==> config.mk <==
export PLATFORM = sky130hd
export DESIGN_NAME = multi_clk_divider
export DESIGN_NICKNAME = d
export VERILOG_FILES = /design/src/rtl/multi_clk_divider.sv
export SDC_FILE = /design/constraint.sdc
export NUM_CORES = 1
export LEC_CHECK = 0
export BUFFER_PORTS_ARGS = -buffer_cell sky130_fd_sc_hd__buf_2
export CORE_AREA = 2 2 123 137
export CTS_CLUSTER_DIAMETER = 120
export DETAILED_ROUTE_END_ITERATION = 12
export DIE_AREA = 0 0 125 139
export PLACE_DENSITY_LB_ADDON = 0.15
export SLEW_MARGIN = 30
export SYNTH_ARGS = -nofsm -noshare
export SYNTH_HDL_FRONTEND = slang
export SYNTH_SLANG_ARGS = --single-unit
==> constraint.sdc <==
create_clock -name clk -period 3.8 [get_ports clk]
set_input_delay 0.76 -clock clk [delete_from_list [all_inputs] [get_ports clk]]
set_output_delay 0.76 -clock clk [all_outputs]
set_load 0.05 [all_outputs]
==> src/rtl/multi_clk_divider.sv <==
// Multi-channel programmable clock divider: per-channel counter with shadowed
// divisor/mode, toggle (50% duty) or pulse output, and a global phase-align strobe.
module multi_clk_divider #(
    parameter int CHANNELS  = 4,
    parameter int CNT_WIDTH = 16
) (
    input  logic                          clk,
    input  logic                          reset,
    input  logic                          sync,
    input  logic [CHANNELS-1:0]           en,
    input  logic [CHANNELS-1:0]           mode,
    input  logic [CHANNELS*CNT_WIDTH-1:0] div,
    output logic [CHANNELS-1:0]           clk_out,
    output logic [CHANNELS-1:0]           tick
);

    localparam logic [CNT_WIDTH-1:0] ONE = CNT_WIDTH'(1);

    generate
        for (genvar gi = 0; gi < CHANNELS; gi++) begin : g_chan
            logic [CNT_WIDTH-1:0] cnt_q, cnt_d;
            logic [CNT_WIDTH-1:0] n_q, n_d;
            logic                 m_q, m_d;
            logic                 out_q, out_d;
            logic                 tick_q, tick_d;
            logic [CNT_WIDTH-1:0] div_c;
            logic [CNT_WIDTH-1:0] div_eff;
            logic                 wrap;
            logic                 load;

            assign div_c   = div[gi*CNT_WIDTH +: CNT_WIDTH];
            assign div_eff = (div_c == '0) ? ONE : div_c;

            // ">=" rather than "==" keeps cnt bounded should a smaller N ever be
            // latched while cnt is already past it.
            assign wrap = en[gi] && (cnt_q >= (n_q - ONE));
            assign load = sync || !en[gi] || wrap;

            always_comb begin
                cnt_d  = cnt_q + ONE;
                out_d  = m_q ? 1'b0 : out_q;
                tick_d = 1'b0;
                n_d    = load ? div_eff : n_q;
                m_d    = load ? mode[gi] : m_q;
                if (sync || !en[gi]) begin
                    cnt_d = '0;
                    out_d = 1'b0;
                end else if (wrap) begin
                    cnt_d  = '0;
                    tick_d = 1'b1;
                    out_d  = m_q ? 1'b1 : ~out_q;
                end
            end

            always_ff @(posedge clk or negedge reset) begin
                if (!reset) begin
                    cnt_q  <= '0;
                    n_q    <= ONE;
                    m_q    <= 1'b0;
                    out_q  <= 1'b0;
                    tick_q <= 1'b0;
                end else begin
                    cnt_q  <= cnt_d;
                    n_q    <= n_d;
                    m_q    <= m_d;
                    out_q  <= out_d;
                    tick_q <= tick_d;
                end
            end

            assign clk_out[gi] = out_q;
            assign tick[gi]    = tick_q;
        end
    endgenerate

endmodule

== After elaboration in Yosys (flattened, before gate mapping) ==
Index checks and enable logic that the tools add are counted.

* Flip-flop bits (word level): 140
* Latch bits: 0
* Memory bits (writable): 0
* Memory bits (read-only): 0
* Input bits: 75
* Word-level logic and storage cells: 96
* Memories kept: 0

* $add $sub $neg: 8
* Multiply operators: 0
* Divide/modulo/power cells: 0
* $lt $le $gt $ge: 4
* Equality and inequality tests: 0
* Shifts and indexed selects: 0
* Mux-type cells: 36
* Bitwise operators: 4
* Reduce and logical (&&, ||, !) cells: 24

{| class="wikitable"
|+ Operators with widths
! operator !! number
|-
| $mux W16 || 12
|-
| $add A16 B1 Y16 const B || 4
|-
| $ge A16 B16 Y1 || 4
|-
| $logic_not A16 Y1 || 4
|-
| $sub A16 B1 Y16 const B || 4
|-
| $mux W1 || 24
|-
| $reduce_bool A3 Y1 || 4
|-
| $logic_or A1 B1 Y1 || 8
|-
| $logic_and A1 B1 Y1 || 4
|-
| $logic_not A1 Y1 || 4
|-
| $not A1 Y1 || 4
|}

== Longest topological paths before layout ==
Gate-level depths: netlist (run 1).

* Word-level depth: 5
* Depth in mapped cells: 16
* Depth with buffers taken out: 13

== Worst setup path before layout (run 1) ==
No wires, ideal clock.

* Path kind: flip-flop to flip-flop
* Start: register g_chan[0].n_q[0]
* End: register g_chan[0].n_q[10]
* Setup time: 125 ps
* Data arrival time: 3,634 ps
* Data required time: 3,675 ps
* Path slack: 41 ps
* Cell stages (with the launch flop): 16
* Path buffers: 2
* Cell sequence: dfstp_2 -> inv_1 -> ha_1 -> or4b_2 -> nor3_1 -> nand2_1 -> nor4_1 -> xnor2_1 -> ha_1 -> and4_1 -> nand4_1 -> a21oi_1 -> or4_1 -> buf_6 -> buf_12 -> mux2_4

* Word-level cells in the longest chain between the ends: 4

{| class="wikitable"
|+ RTL lines
! what !! RTL line !! source
|-
| from (decl) || 22 || <nowiki>logic [CNT_WIDTH-1:0] n_q, n_d;</nowiki>
|-
| from (signal assigned) || 64 || <nowiki>n_q <= n_d;</nowiki>
|-
| $sub A16 B1 Y16 || 36 || <nowiki>assign wrap = en[gi] && (cnt_q >= (n_q - ONE));</nowiki>
|-
| $ge A16 B16 Y1 || 36 ||
|-
| $logic_and A1 B1 Y1 || 36 ||
|-
| $logic_or A1 B1 Y1 || 37 || <nowiki>assign load = sync || !en[gi] || wrap;</nowiki>
|}

Every way passes these cells.
A chain may end at the register's enable or synchronous reset.

== Worst setup path in the final report (run 1) ==
* Start: register g_chan[0].n_q[0]
* End: register g_chan[0].n_q[13]

The elaborated chain is that of the path after synthesis.

==> results.cfg, run 1 <==
[power_and_ir_drop]
power.total_mw = 3.84
ir_drop_uv = 343
leakage_nw = 4.61
power_density_nw_per_um2 = 378

[cells_and_area]
final_layout_size_suffix_gt1_frac = 0.279
multiInputGateArea_um2 = 4840
syn2layout_area_growth_pct = 20.0
final_nets = 1070
num-fill-cells = 1280
fin_area_um2 = 10100
antenna-diode-count = 0
regArea_um2 = 3510

[clock_tree]
h-tree-depth = 4
cts-root-buf = clkbuf_16
cts.sinks = 140
worstSkewPairLatency_ps = 420
cts_hold_buf = 0
tritoncts = done
cts_made_buffers = 17
clk_pin_slew_ps = 60
max-clock-path-buffers = 2

[synth]
ys_ff_latch = 140
synth_top_family_by_area = simple AND/OR/NAND/NOR gates
synth_area_leaders = dfrtp_1 (40%), ha_1 (11%), xor2_1 (6.3%), mux2_2 (5.6%), xnor2_1 (4.8%)
synth_compound_area_frac = 0.0468
synth_warnings = 0
syn-num-nets = 951
syn_area_per_cell_um2 = 10.5
synth_top_cell_by_area = dfrtp_1
synthMuxAreaShare = 0.106
yosysTopAreaCellShare = 0.403
synth_area_um2 = 8450
yosys.area_share.xor_xnor = 0.111
seq_area_frac_synth = 0.415
synthSimpleGateAreaFrac = 0.179
yosys.area_share.adder = 0.107
synth_cell_types = 46
synthCells = 804

[route]
drt_iter0_drc = 243
postRouteWirelength_um = 17600
vias = 6371
dr.pass1.iters = 6
ant_nets = 0
wl_per_cell_um = 15.4
remaining_drc_errors = 0
vias_per_cell = 5.59

[global_routing]
grt_usage = 0.206
grt_start_max_net_pins = 78
grt_overflow = 0
grt_pass1_vias = 6524
antenna_found_initial = 0
grt_pass1_wl_um = 29700

[sta]
fin_crit_ps = 3830
fmax_mhz = 261
final-hold-violation-count = 0
setup_slack_ps = -26.5
worst_pin_slew_ps = 728
finalCritPeriodShare = 1.01
skew_ps = 6.67
relSlewSlack = 0.510
finalSetupViolations = 13
drv_slew = 0
rsz0062_at_grt = yes

[setup_path]
start_kind = flip-flop
r2r_end = g_chan[0].n_q[13]
rrSetupSlack_ps = -30
cp-end-kind = flip-flop
worstPathCellList = inv_1 > ha_2 > or4b_4 > nor3_2 > buf_4 > buf_6 > nand3b_1 > xor2_1 > ha_1 > and2_4 > a221o_1 > a21o_1 > or4_4 > clkbuf_16 > mux2_4
cp_data_arrival_time_ps = 4130
cp_slowest_cell = or4_4
crit_start = g_chan[0].n_q[0]
path_buf_inv = 4
cp_top_family = simple AND/OR/NAND/NOR gates
r2r_start = g_chan[0].n_q[0]
cp.required_ps = 4110
slowest_delay_ps = 560
rr_worst_depth = 15
worstPathMaxFanout = 8
path_class = flip-flop to flip-flop

[place]
port_buffers = 82
place_congestion = 0.818
hpwl_um = 13100
placedInstanceArea_um2 = 9290

[die]
dieWidth_um = 125
die_h_um = 139
die_area_um2 = 17400
io_pins = 83
start_util = 0.526
num_rows = 49
core_um2 = 16100

[run_status]
violations = negative setup slack
status = finished, violations left

[flow_run]
cap_violations = 0

[hold_path]
hold_path.class = input pin to asynchronous set/reset pin
==> final cells by class <==
type	instances	area share
Multi-Input combinational cell	611	0.477
Tap cell	204	0.0252
Clock inverter	15	0.0184
Timing Repair Buffer	125	0.0812
Clock buffer	17	0.0420
Inverter	28	0.0104
Sequential cell	140	0.346
==> cell usage in the layout (no fill, tap or decap), types with 6 or more instances in the layout <==
| cell | synthesis | routed |
|---|---|---|
| a21o_1 | 6 | 6 |
| a21oi_1 | 22 | 22 |
| and3_1 | 8 | 8 |
| buf_2 | 10 | 81 |
| buf_4 | 8 | 36 |
| clkbuf_16 | 0 | 18 |
| dfrtp_1 | 136 | 136 |
| ha_1 | 72 | 71 |
| inv_1 | 28 | 28 |
| inv_6 | 0 | 6 |
| mux2_2 | 42 | 42 |
| mux2_4 | 25 | 25 |
| nand2_1 | 39 | 38 |
| nand2b_1 | 12 | 11 |
| nand3_1 | 33 | 33 |
| nand4_1 | 22 | 22 |
| nor2_1 | 91 | 91 |
| nor3_1 | 27 | 24 |
| nor4_1 | 25 | 18 |
| o21ai_0 | 15 | 15 |
| or3_1 | 6 | 6 |
| xnor2_1 | 46 | 46 |
| xor2_1 | 61 | 61 |
==> stage by stage <==
| step | setup TNS (ps) | cells | hold WS (ps) | util | worst slack, ps |
|---|---|---|---|---|---|
| final | -128 | 1140 | 336 | 0.631 | -26.5 |
| after global routing | -2220 | 1140 | 399 | 0.631 | -132 |
| after CTS | 0 | 1136 | 388 | 0.619 | 12.4 |
| after detailed placement | -3000 | 1104 | 495 | 0.578 | -186 |
| after global placement | -526 | 1104 | 498 | 0.578 | -58.0 |
| after floorplan | 0 | 804 | 464 | - | 40.6 |
==> report_power, final <==
part           switching [mW]  internal [mW]  leakage [nW]
sequential             0.0783           1.56          1.79
combinational           0.222          0.241          2.54
clock                   0.692           1.04         0.288
==> what timing repair did <==
item	CTS	global route
gates resized for setup	9	26
gates cloned	0	1
setup buffers	0	3
endpoints found under the setup margin	61	100
pin swaps	0	16
==> kinds of logic after synthesis <==
family / Yosys count
mux: 72
compound gates: 61
fa+ha+maj: 72
buf+inv: 53
xor+xnor: 107
simple gates: 299
flops: 140
==> how the worst max path moves through the flow <==
stage / depth (start not counted) / slack [ps] / endpoint
floorplan: 15 / 40 / g_chan[0].n_q[10]
global placement: 15 / -60 / g_chan[0].n_q[1]
detailed placement: 15 / -190 / g_chan[0].n_q[1]
CTS: 12 / 10 / g_chan[3].n_q[7]
global route: 13 / -130 / g_chan[0].n_q[13]
finish: 15 / -30 / g_chan[0].n_q[13]
==> registers in the layout, indices dropped and copies added, names as in the netlist <==
signal         count
g_chan.n_q        64
g_chan.out_q       4
g_chan.m_q         4
g_chan.cnt_q      64
g_chan.tick_q      4
==> Yosys cell counts, drive strengths merged <==
cell type  count
buf           24
nand4         22
or4            6
nand2b        12
a41oi          4
o21a           1
nand2         39
or4b           3
mux2          67
or3            6
or3b           2
a21o           6
or2            3
nor4          25
ha            72
and4           5
dfrtp        136
a31oi          2
o21ai         15
nand3         33
o31a           1
inv           28
xnor2         46
a221o          2
nor2b          4
mux2i          5
o21bai         2
a21oi         22
nor3b          4
dfstp          4
and3           8
a221oi         2
a2111oi        4
nor2          91
nand3b         4
xor2          61
clkbuf         1
nor3          27
and2           5
==> worst reg2reg max path: stages, from the launching register on <==
cell and delay (ps):
dfstp_2 370, inv_1 60, ha_2 170, or4b_4 460
nor3_2 180, buf_4 160, buf_6 90, nand3b_1 90
xor2_1 200, ha_1 270, and2_4 140, a221o_1 290
a21o_1 170, or4_4 560, clkbuf_16 200, mux2_4 290
==> metal layers <==
metal,GRT usage,up-vias,wire length (µm)
li1,-,3083,-
met1,0.254,3131,7570
met2,0.358,127,9160
met3,0.0459,30,590
met4,0.0737,0,291
met5,0,-,0
No activity file was read; power rests on OpenSTA's default activity.
==> inputs of run 2 (changes only) <==
--- a/config.mk
+++ b/config.mk
@@ -11,6 +11,7 @@
 export DETAILED_ROUTE_END_ITERATION = 12
 export DIE_AREA = 0 0 125 139
 export PLACE_DENSITY_LB_ADDON = 0.15
+export SETUP_SLACK_MARGIN = 0.05
 export SLEW_MARGIN = 30
 export SYNTH_ARGS = -nofsm -noshare
 export SYNTH_HDL_FRONTEND = slang
==> run 2 against run 1 <==
The run now ends clean; worst setup slack better by 110 ps; wire length up 1.5%; clock skew up 5.5 ps; combinational power up 2%; worst hold slack better by 82 ps; clock-buffer cell count up 2; non-clock buffer count down 4; sequential power about the same; global-route usage about the same; critical path depth unchanged; critical endpoint is now g_chan[0].n_q[10]; largest cell class unchanged.
==> results.cfg, run 2 (synthesized netlist as in run 1, its figures left out) <==
[die]
start_util = 0.526
num_rows = 49
dieWidth_um = 125
die_h_um = 139
core_um2 = 16100
die_area_um2 = 17400
io_pins = 83

[power_and_ir_drop]
power_density_nw_per_um2 = 372
pwr-share-seq = 0.435
ir_drop_uv = 322
p_int_mw = 2.81
leakage_nw = 4.62
power_frac_comb = 0.124
p_sw_uw = 973
pwr-share-clk = 0.441
swShare = 0.257
power.total_mw = 3.78

[hold_path]
hold_path.class = input pin to asynchronous set/reset pin

[route]
dr.pass1.iters = 6
vias = 6260
drt_iter0_drc = 349
ant_nets = 0
vias_per_cell = 5.51
postRouteWirelength_um = 17900
wl_per_cell_um = 15.7
remaining_drc_errors = 0

[setup_path]
worstPathCellList = inv_2 > ha_4 > or4b_4 > nor3_4 > nand2_2 > buf_4 > nor2_2 > xnor2_1 > ha_1 > and4_1 > nand4_1 > a21oi_2 > or4_4 > clkbuf_16 > mux2_4
rr_worst_depth = 15
path_class = flip-flop to flip-flop
cp_data_arrival_time_ps = 4030
r2r_end = g_chan[0].n_q[10]
rrSetupSlack_ps = 80
cp.required_ps = 4110
path_buf_inv = 3
cp-end-kind = flip-flop
start_kind = flip-flop
slowest_delay_ps = 590
cp_slowest_cell = or4_4
worstPathMaxFanout = 8
r2r_start = g_chan[0].n_q[1]
cp_top_family = simple AND/OR/NAND/NOR gates

[sta]
finalSetupViolations = 0
final-hold-violation-count = 0
rsz0062_at_grt = yes
worst_pin_slew_ps = 809
finalCritPeriodShare = 0.978
fmax_mhz = 269
drv_slew = 0
relSlewSlack = 0.461
skew_ps = 12.1
fin_crit_ps = 3720

[cells_and_area]
final_layout_size_suffix_gt1_frac = 0.284
antenna-diode-count = 0
reg.largest.list = g_chan.cnt_q (64), g_chan.n_q (64)
utilization = 0.633
mostFrequentLayoutCell = dfrtp_1
final_nets = 1066
fin_area_um2 = 10200
syn2layout_area_growth_pct = 20.4
final_cell_mix = dfrtp_1 (136), nor2_1 (89), buf_2 (81)

[place]
place_congestion = 0.802
hpwl_um = 12800
placedInstanceArea_um2 = 9240
port_buffers = 82

[clock_tree]
cts_made_buffers = 17
max-clock-path-buffers = 2
cts-root-buf = clkbuf_16
cts.sinks = 140
worstSkewPairLatency_ps = 430
h-tree-depth = 4
clk_pin_slew_ps = 60
tritoncts = done

[global_routing]
antenna_found_initial = 0
grt_pass1_wl_um = 29900
grt_usage = 0.206
grt_start_max_net_pins = 90
grt_overflow = 0
grt_pass1_vias = 6560

[flow_run]
cap_violations = 0

[run_status]
status = finished clean
[run 2: how the worst max path moves through the flow]
stage | startpoint | to | slack (ps) | depth (start not counted)
2_1_floorplan | g_chan[0].n_q[0] | g_chan[0].n_q[10] | 110 | 15
3_3_place_gp | g_chan[0].n_q[0] | g_chan[0].n_q[15] | 30 | 14
3_5_place_dp | g_chan[0].n_q[0] | g_chan[0].n_q[15] | -120 | 14
4_1_cts | g_chan[3].n_q[5] | g_chan[3].n_q[2] | 50 | 12
5_1_grt | g_chan[0].n_q[1] | g_chan[0].n_q[11] | -20 | 15
6_report | g_chan[0].n_q[1] | g_chan[0].n_q[10] | 80 | 15
[run 2: final cells by class]
cell class | count | area (µm²)
Multi-Input combinational cell | 611 | 4880
Clock inverter | 13 | 143
Sequential cell | 140 | 3510
Clock buffer | 19 | 453
Fill cell | 1289 | 5890
Inverter | 28 | 105
Timing Repair Buffer | 121 | 828
Tap cell | 204 | 255
[run 2: power groups by stage]
stage / Combinational (mW) / Clock, mW / Sequential (mW)
after floorplan: 0.271 / 0 / 1.64
after global placement: 0.420 / 0 / 1.65
after detailed placement: 0.441 / 0 / 1.66
after CTS: 0.448 / 1.70 / 1.63
after global routing: 0.523 / 1.77 / 1.65
final: 0.470 / 1.67 / 1.64
[run 2: what timing repair did]
action / in CTS / in global routing
hold buffers: 0 / 0
pin swaps: 3 / 15
resized for setup: 11 / 34
hold endpoints to repair: 0 / 0
gates cloned: 0 / 3
endpoints found under the setup margin: 65 / 80
buffers inserted: 1 / 3
[run 2: metal layers]
metal	share of wire	vias to the layer above	GRT usage	wire, µm
li1	-	3070	-	-
met1	0.44	3068	0.254	7910
met2	0.51	98	0.366	9190
met3	0.027	24	0.0432	486
met4	0.016	0	0.0602	283
met5	0	-	0	0
[run 2: per-stage QoR]
stage / setup slack, ps / std cells / hold slack [ps] / setup TNS [ps]
after floorplan: 110 / 804 / 464 / 0
after global placement: 30.3 / 1097 / 497 / 0
after detailed placement: -119 / 1097 / 503 / -1550
after CTS: 50.7 / 1130 / 450 / 0
after global routing: -24.3 / 1136 / 484 / -140
final: 82.4 / 1136 / 418 / 0
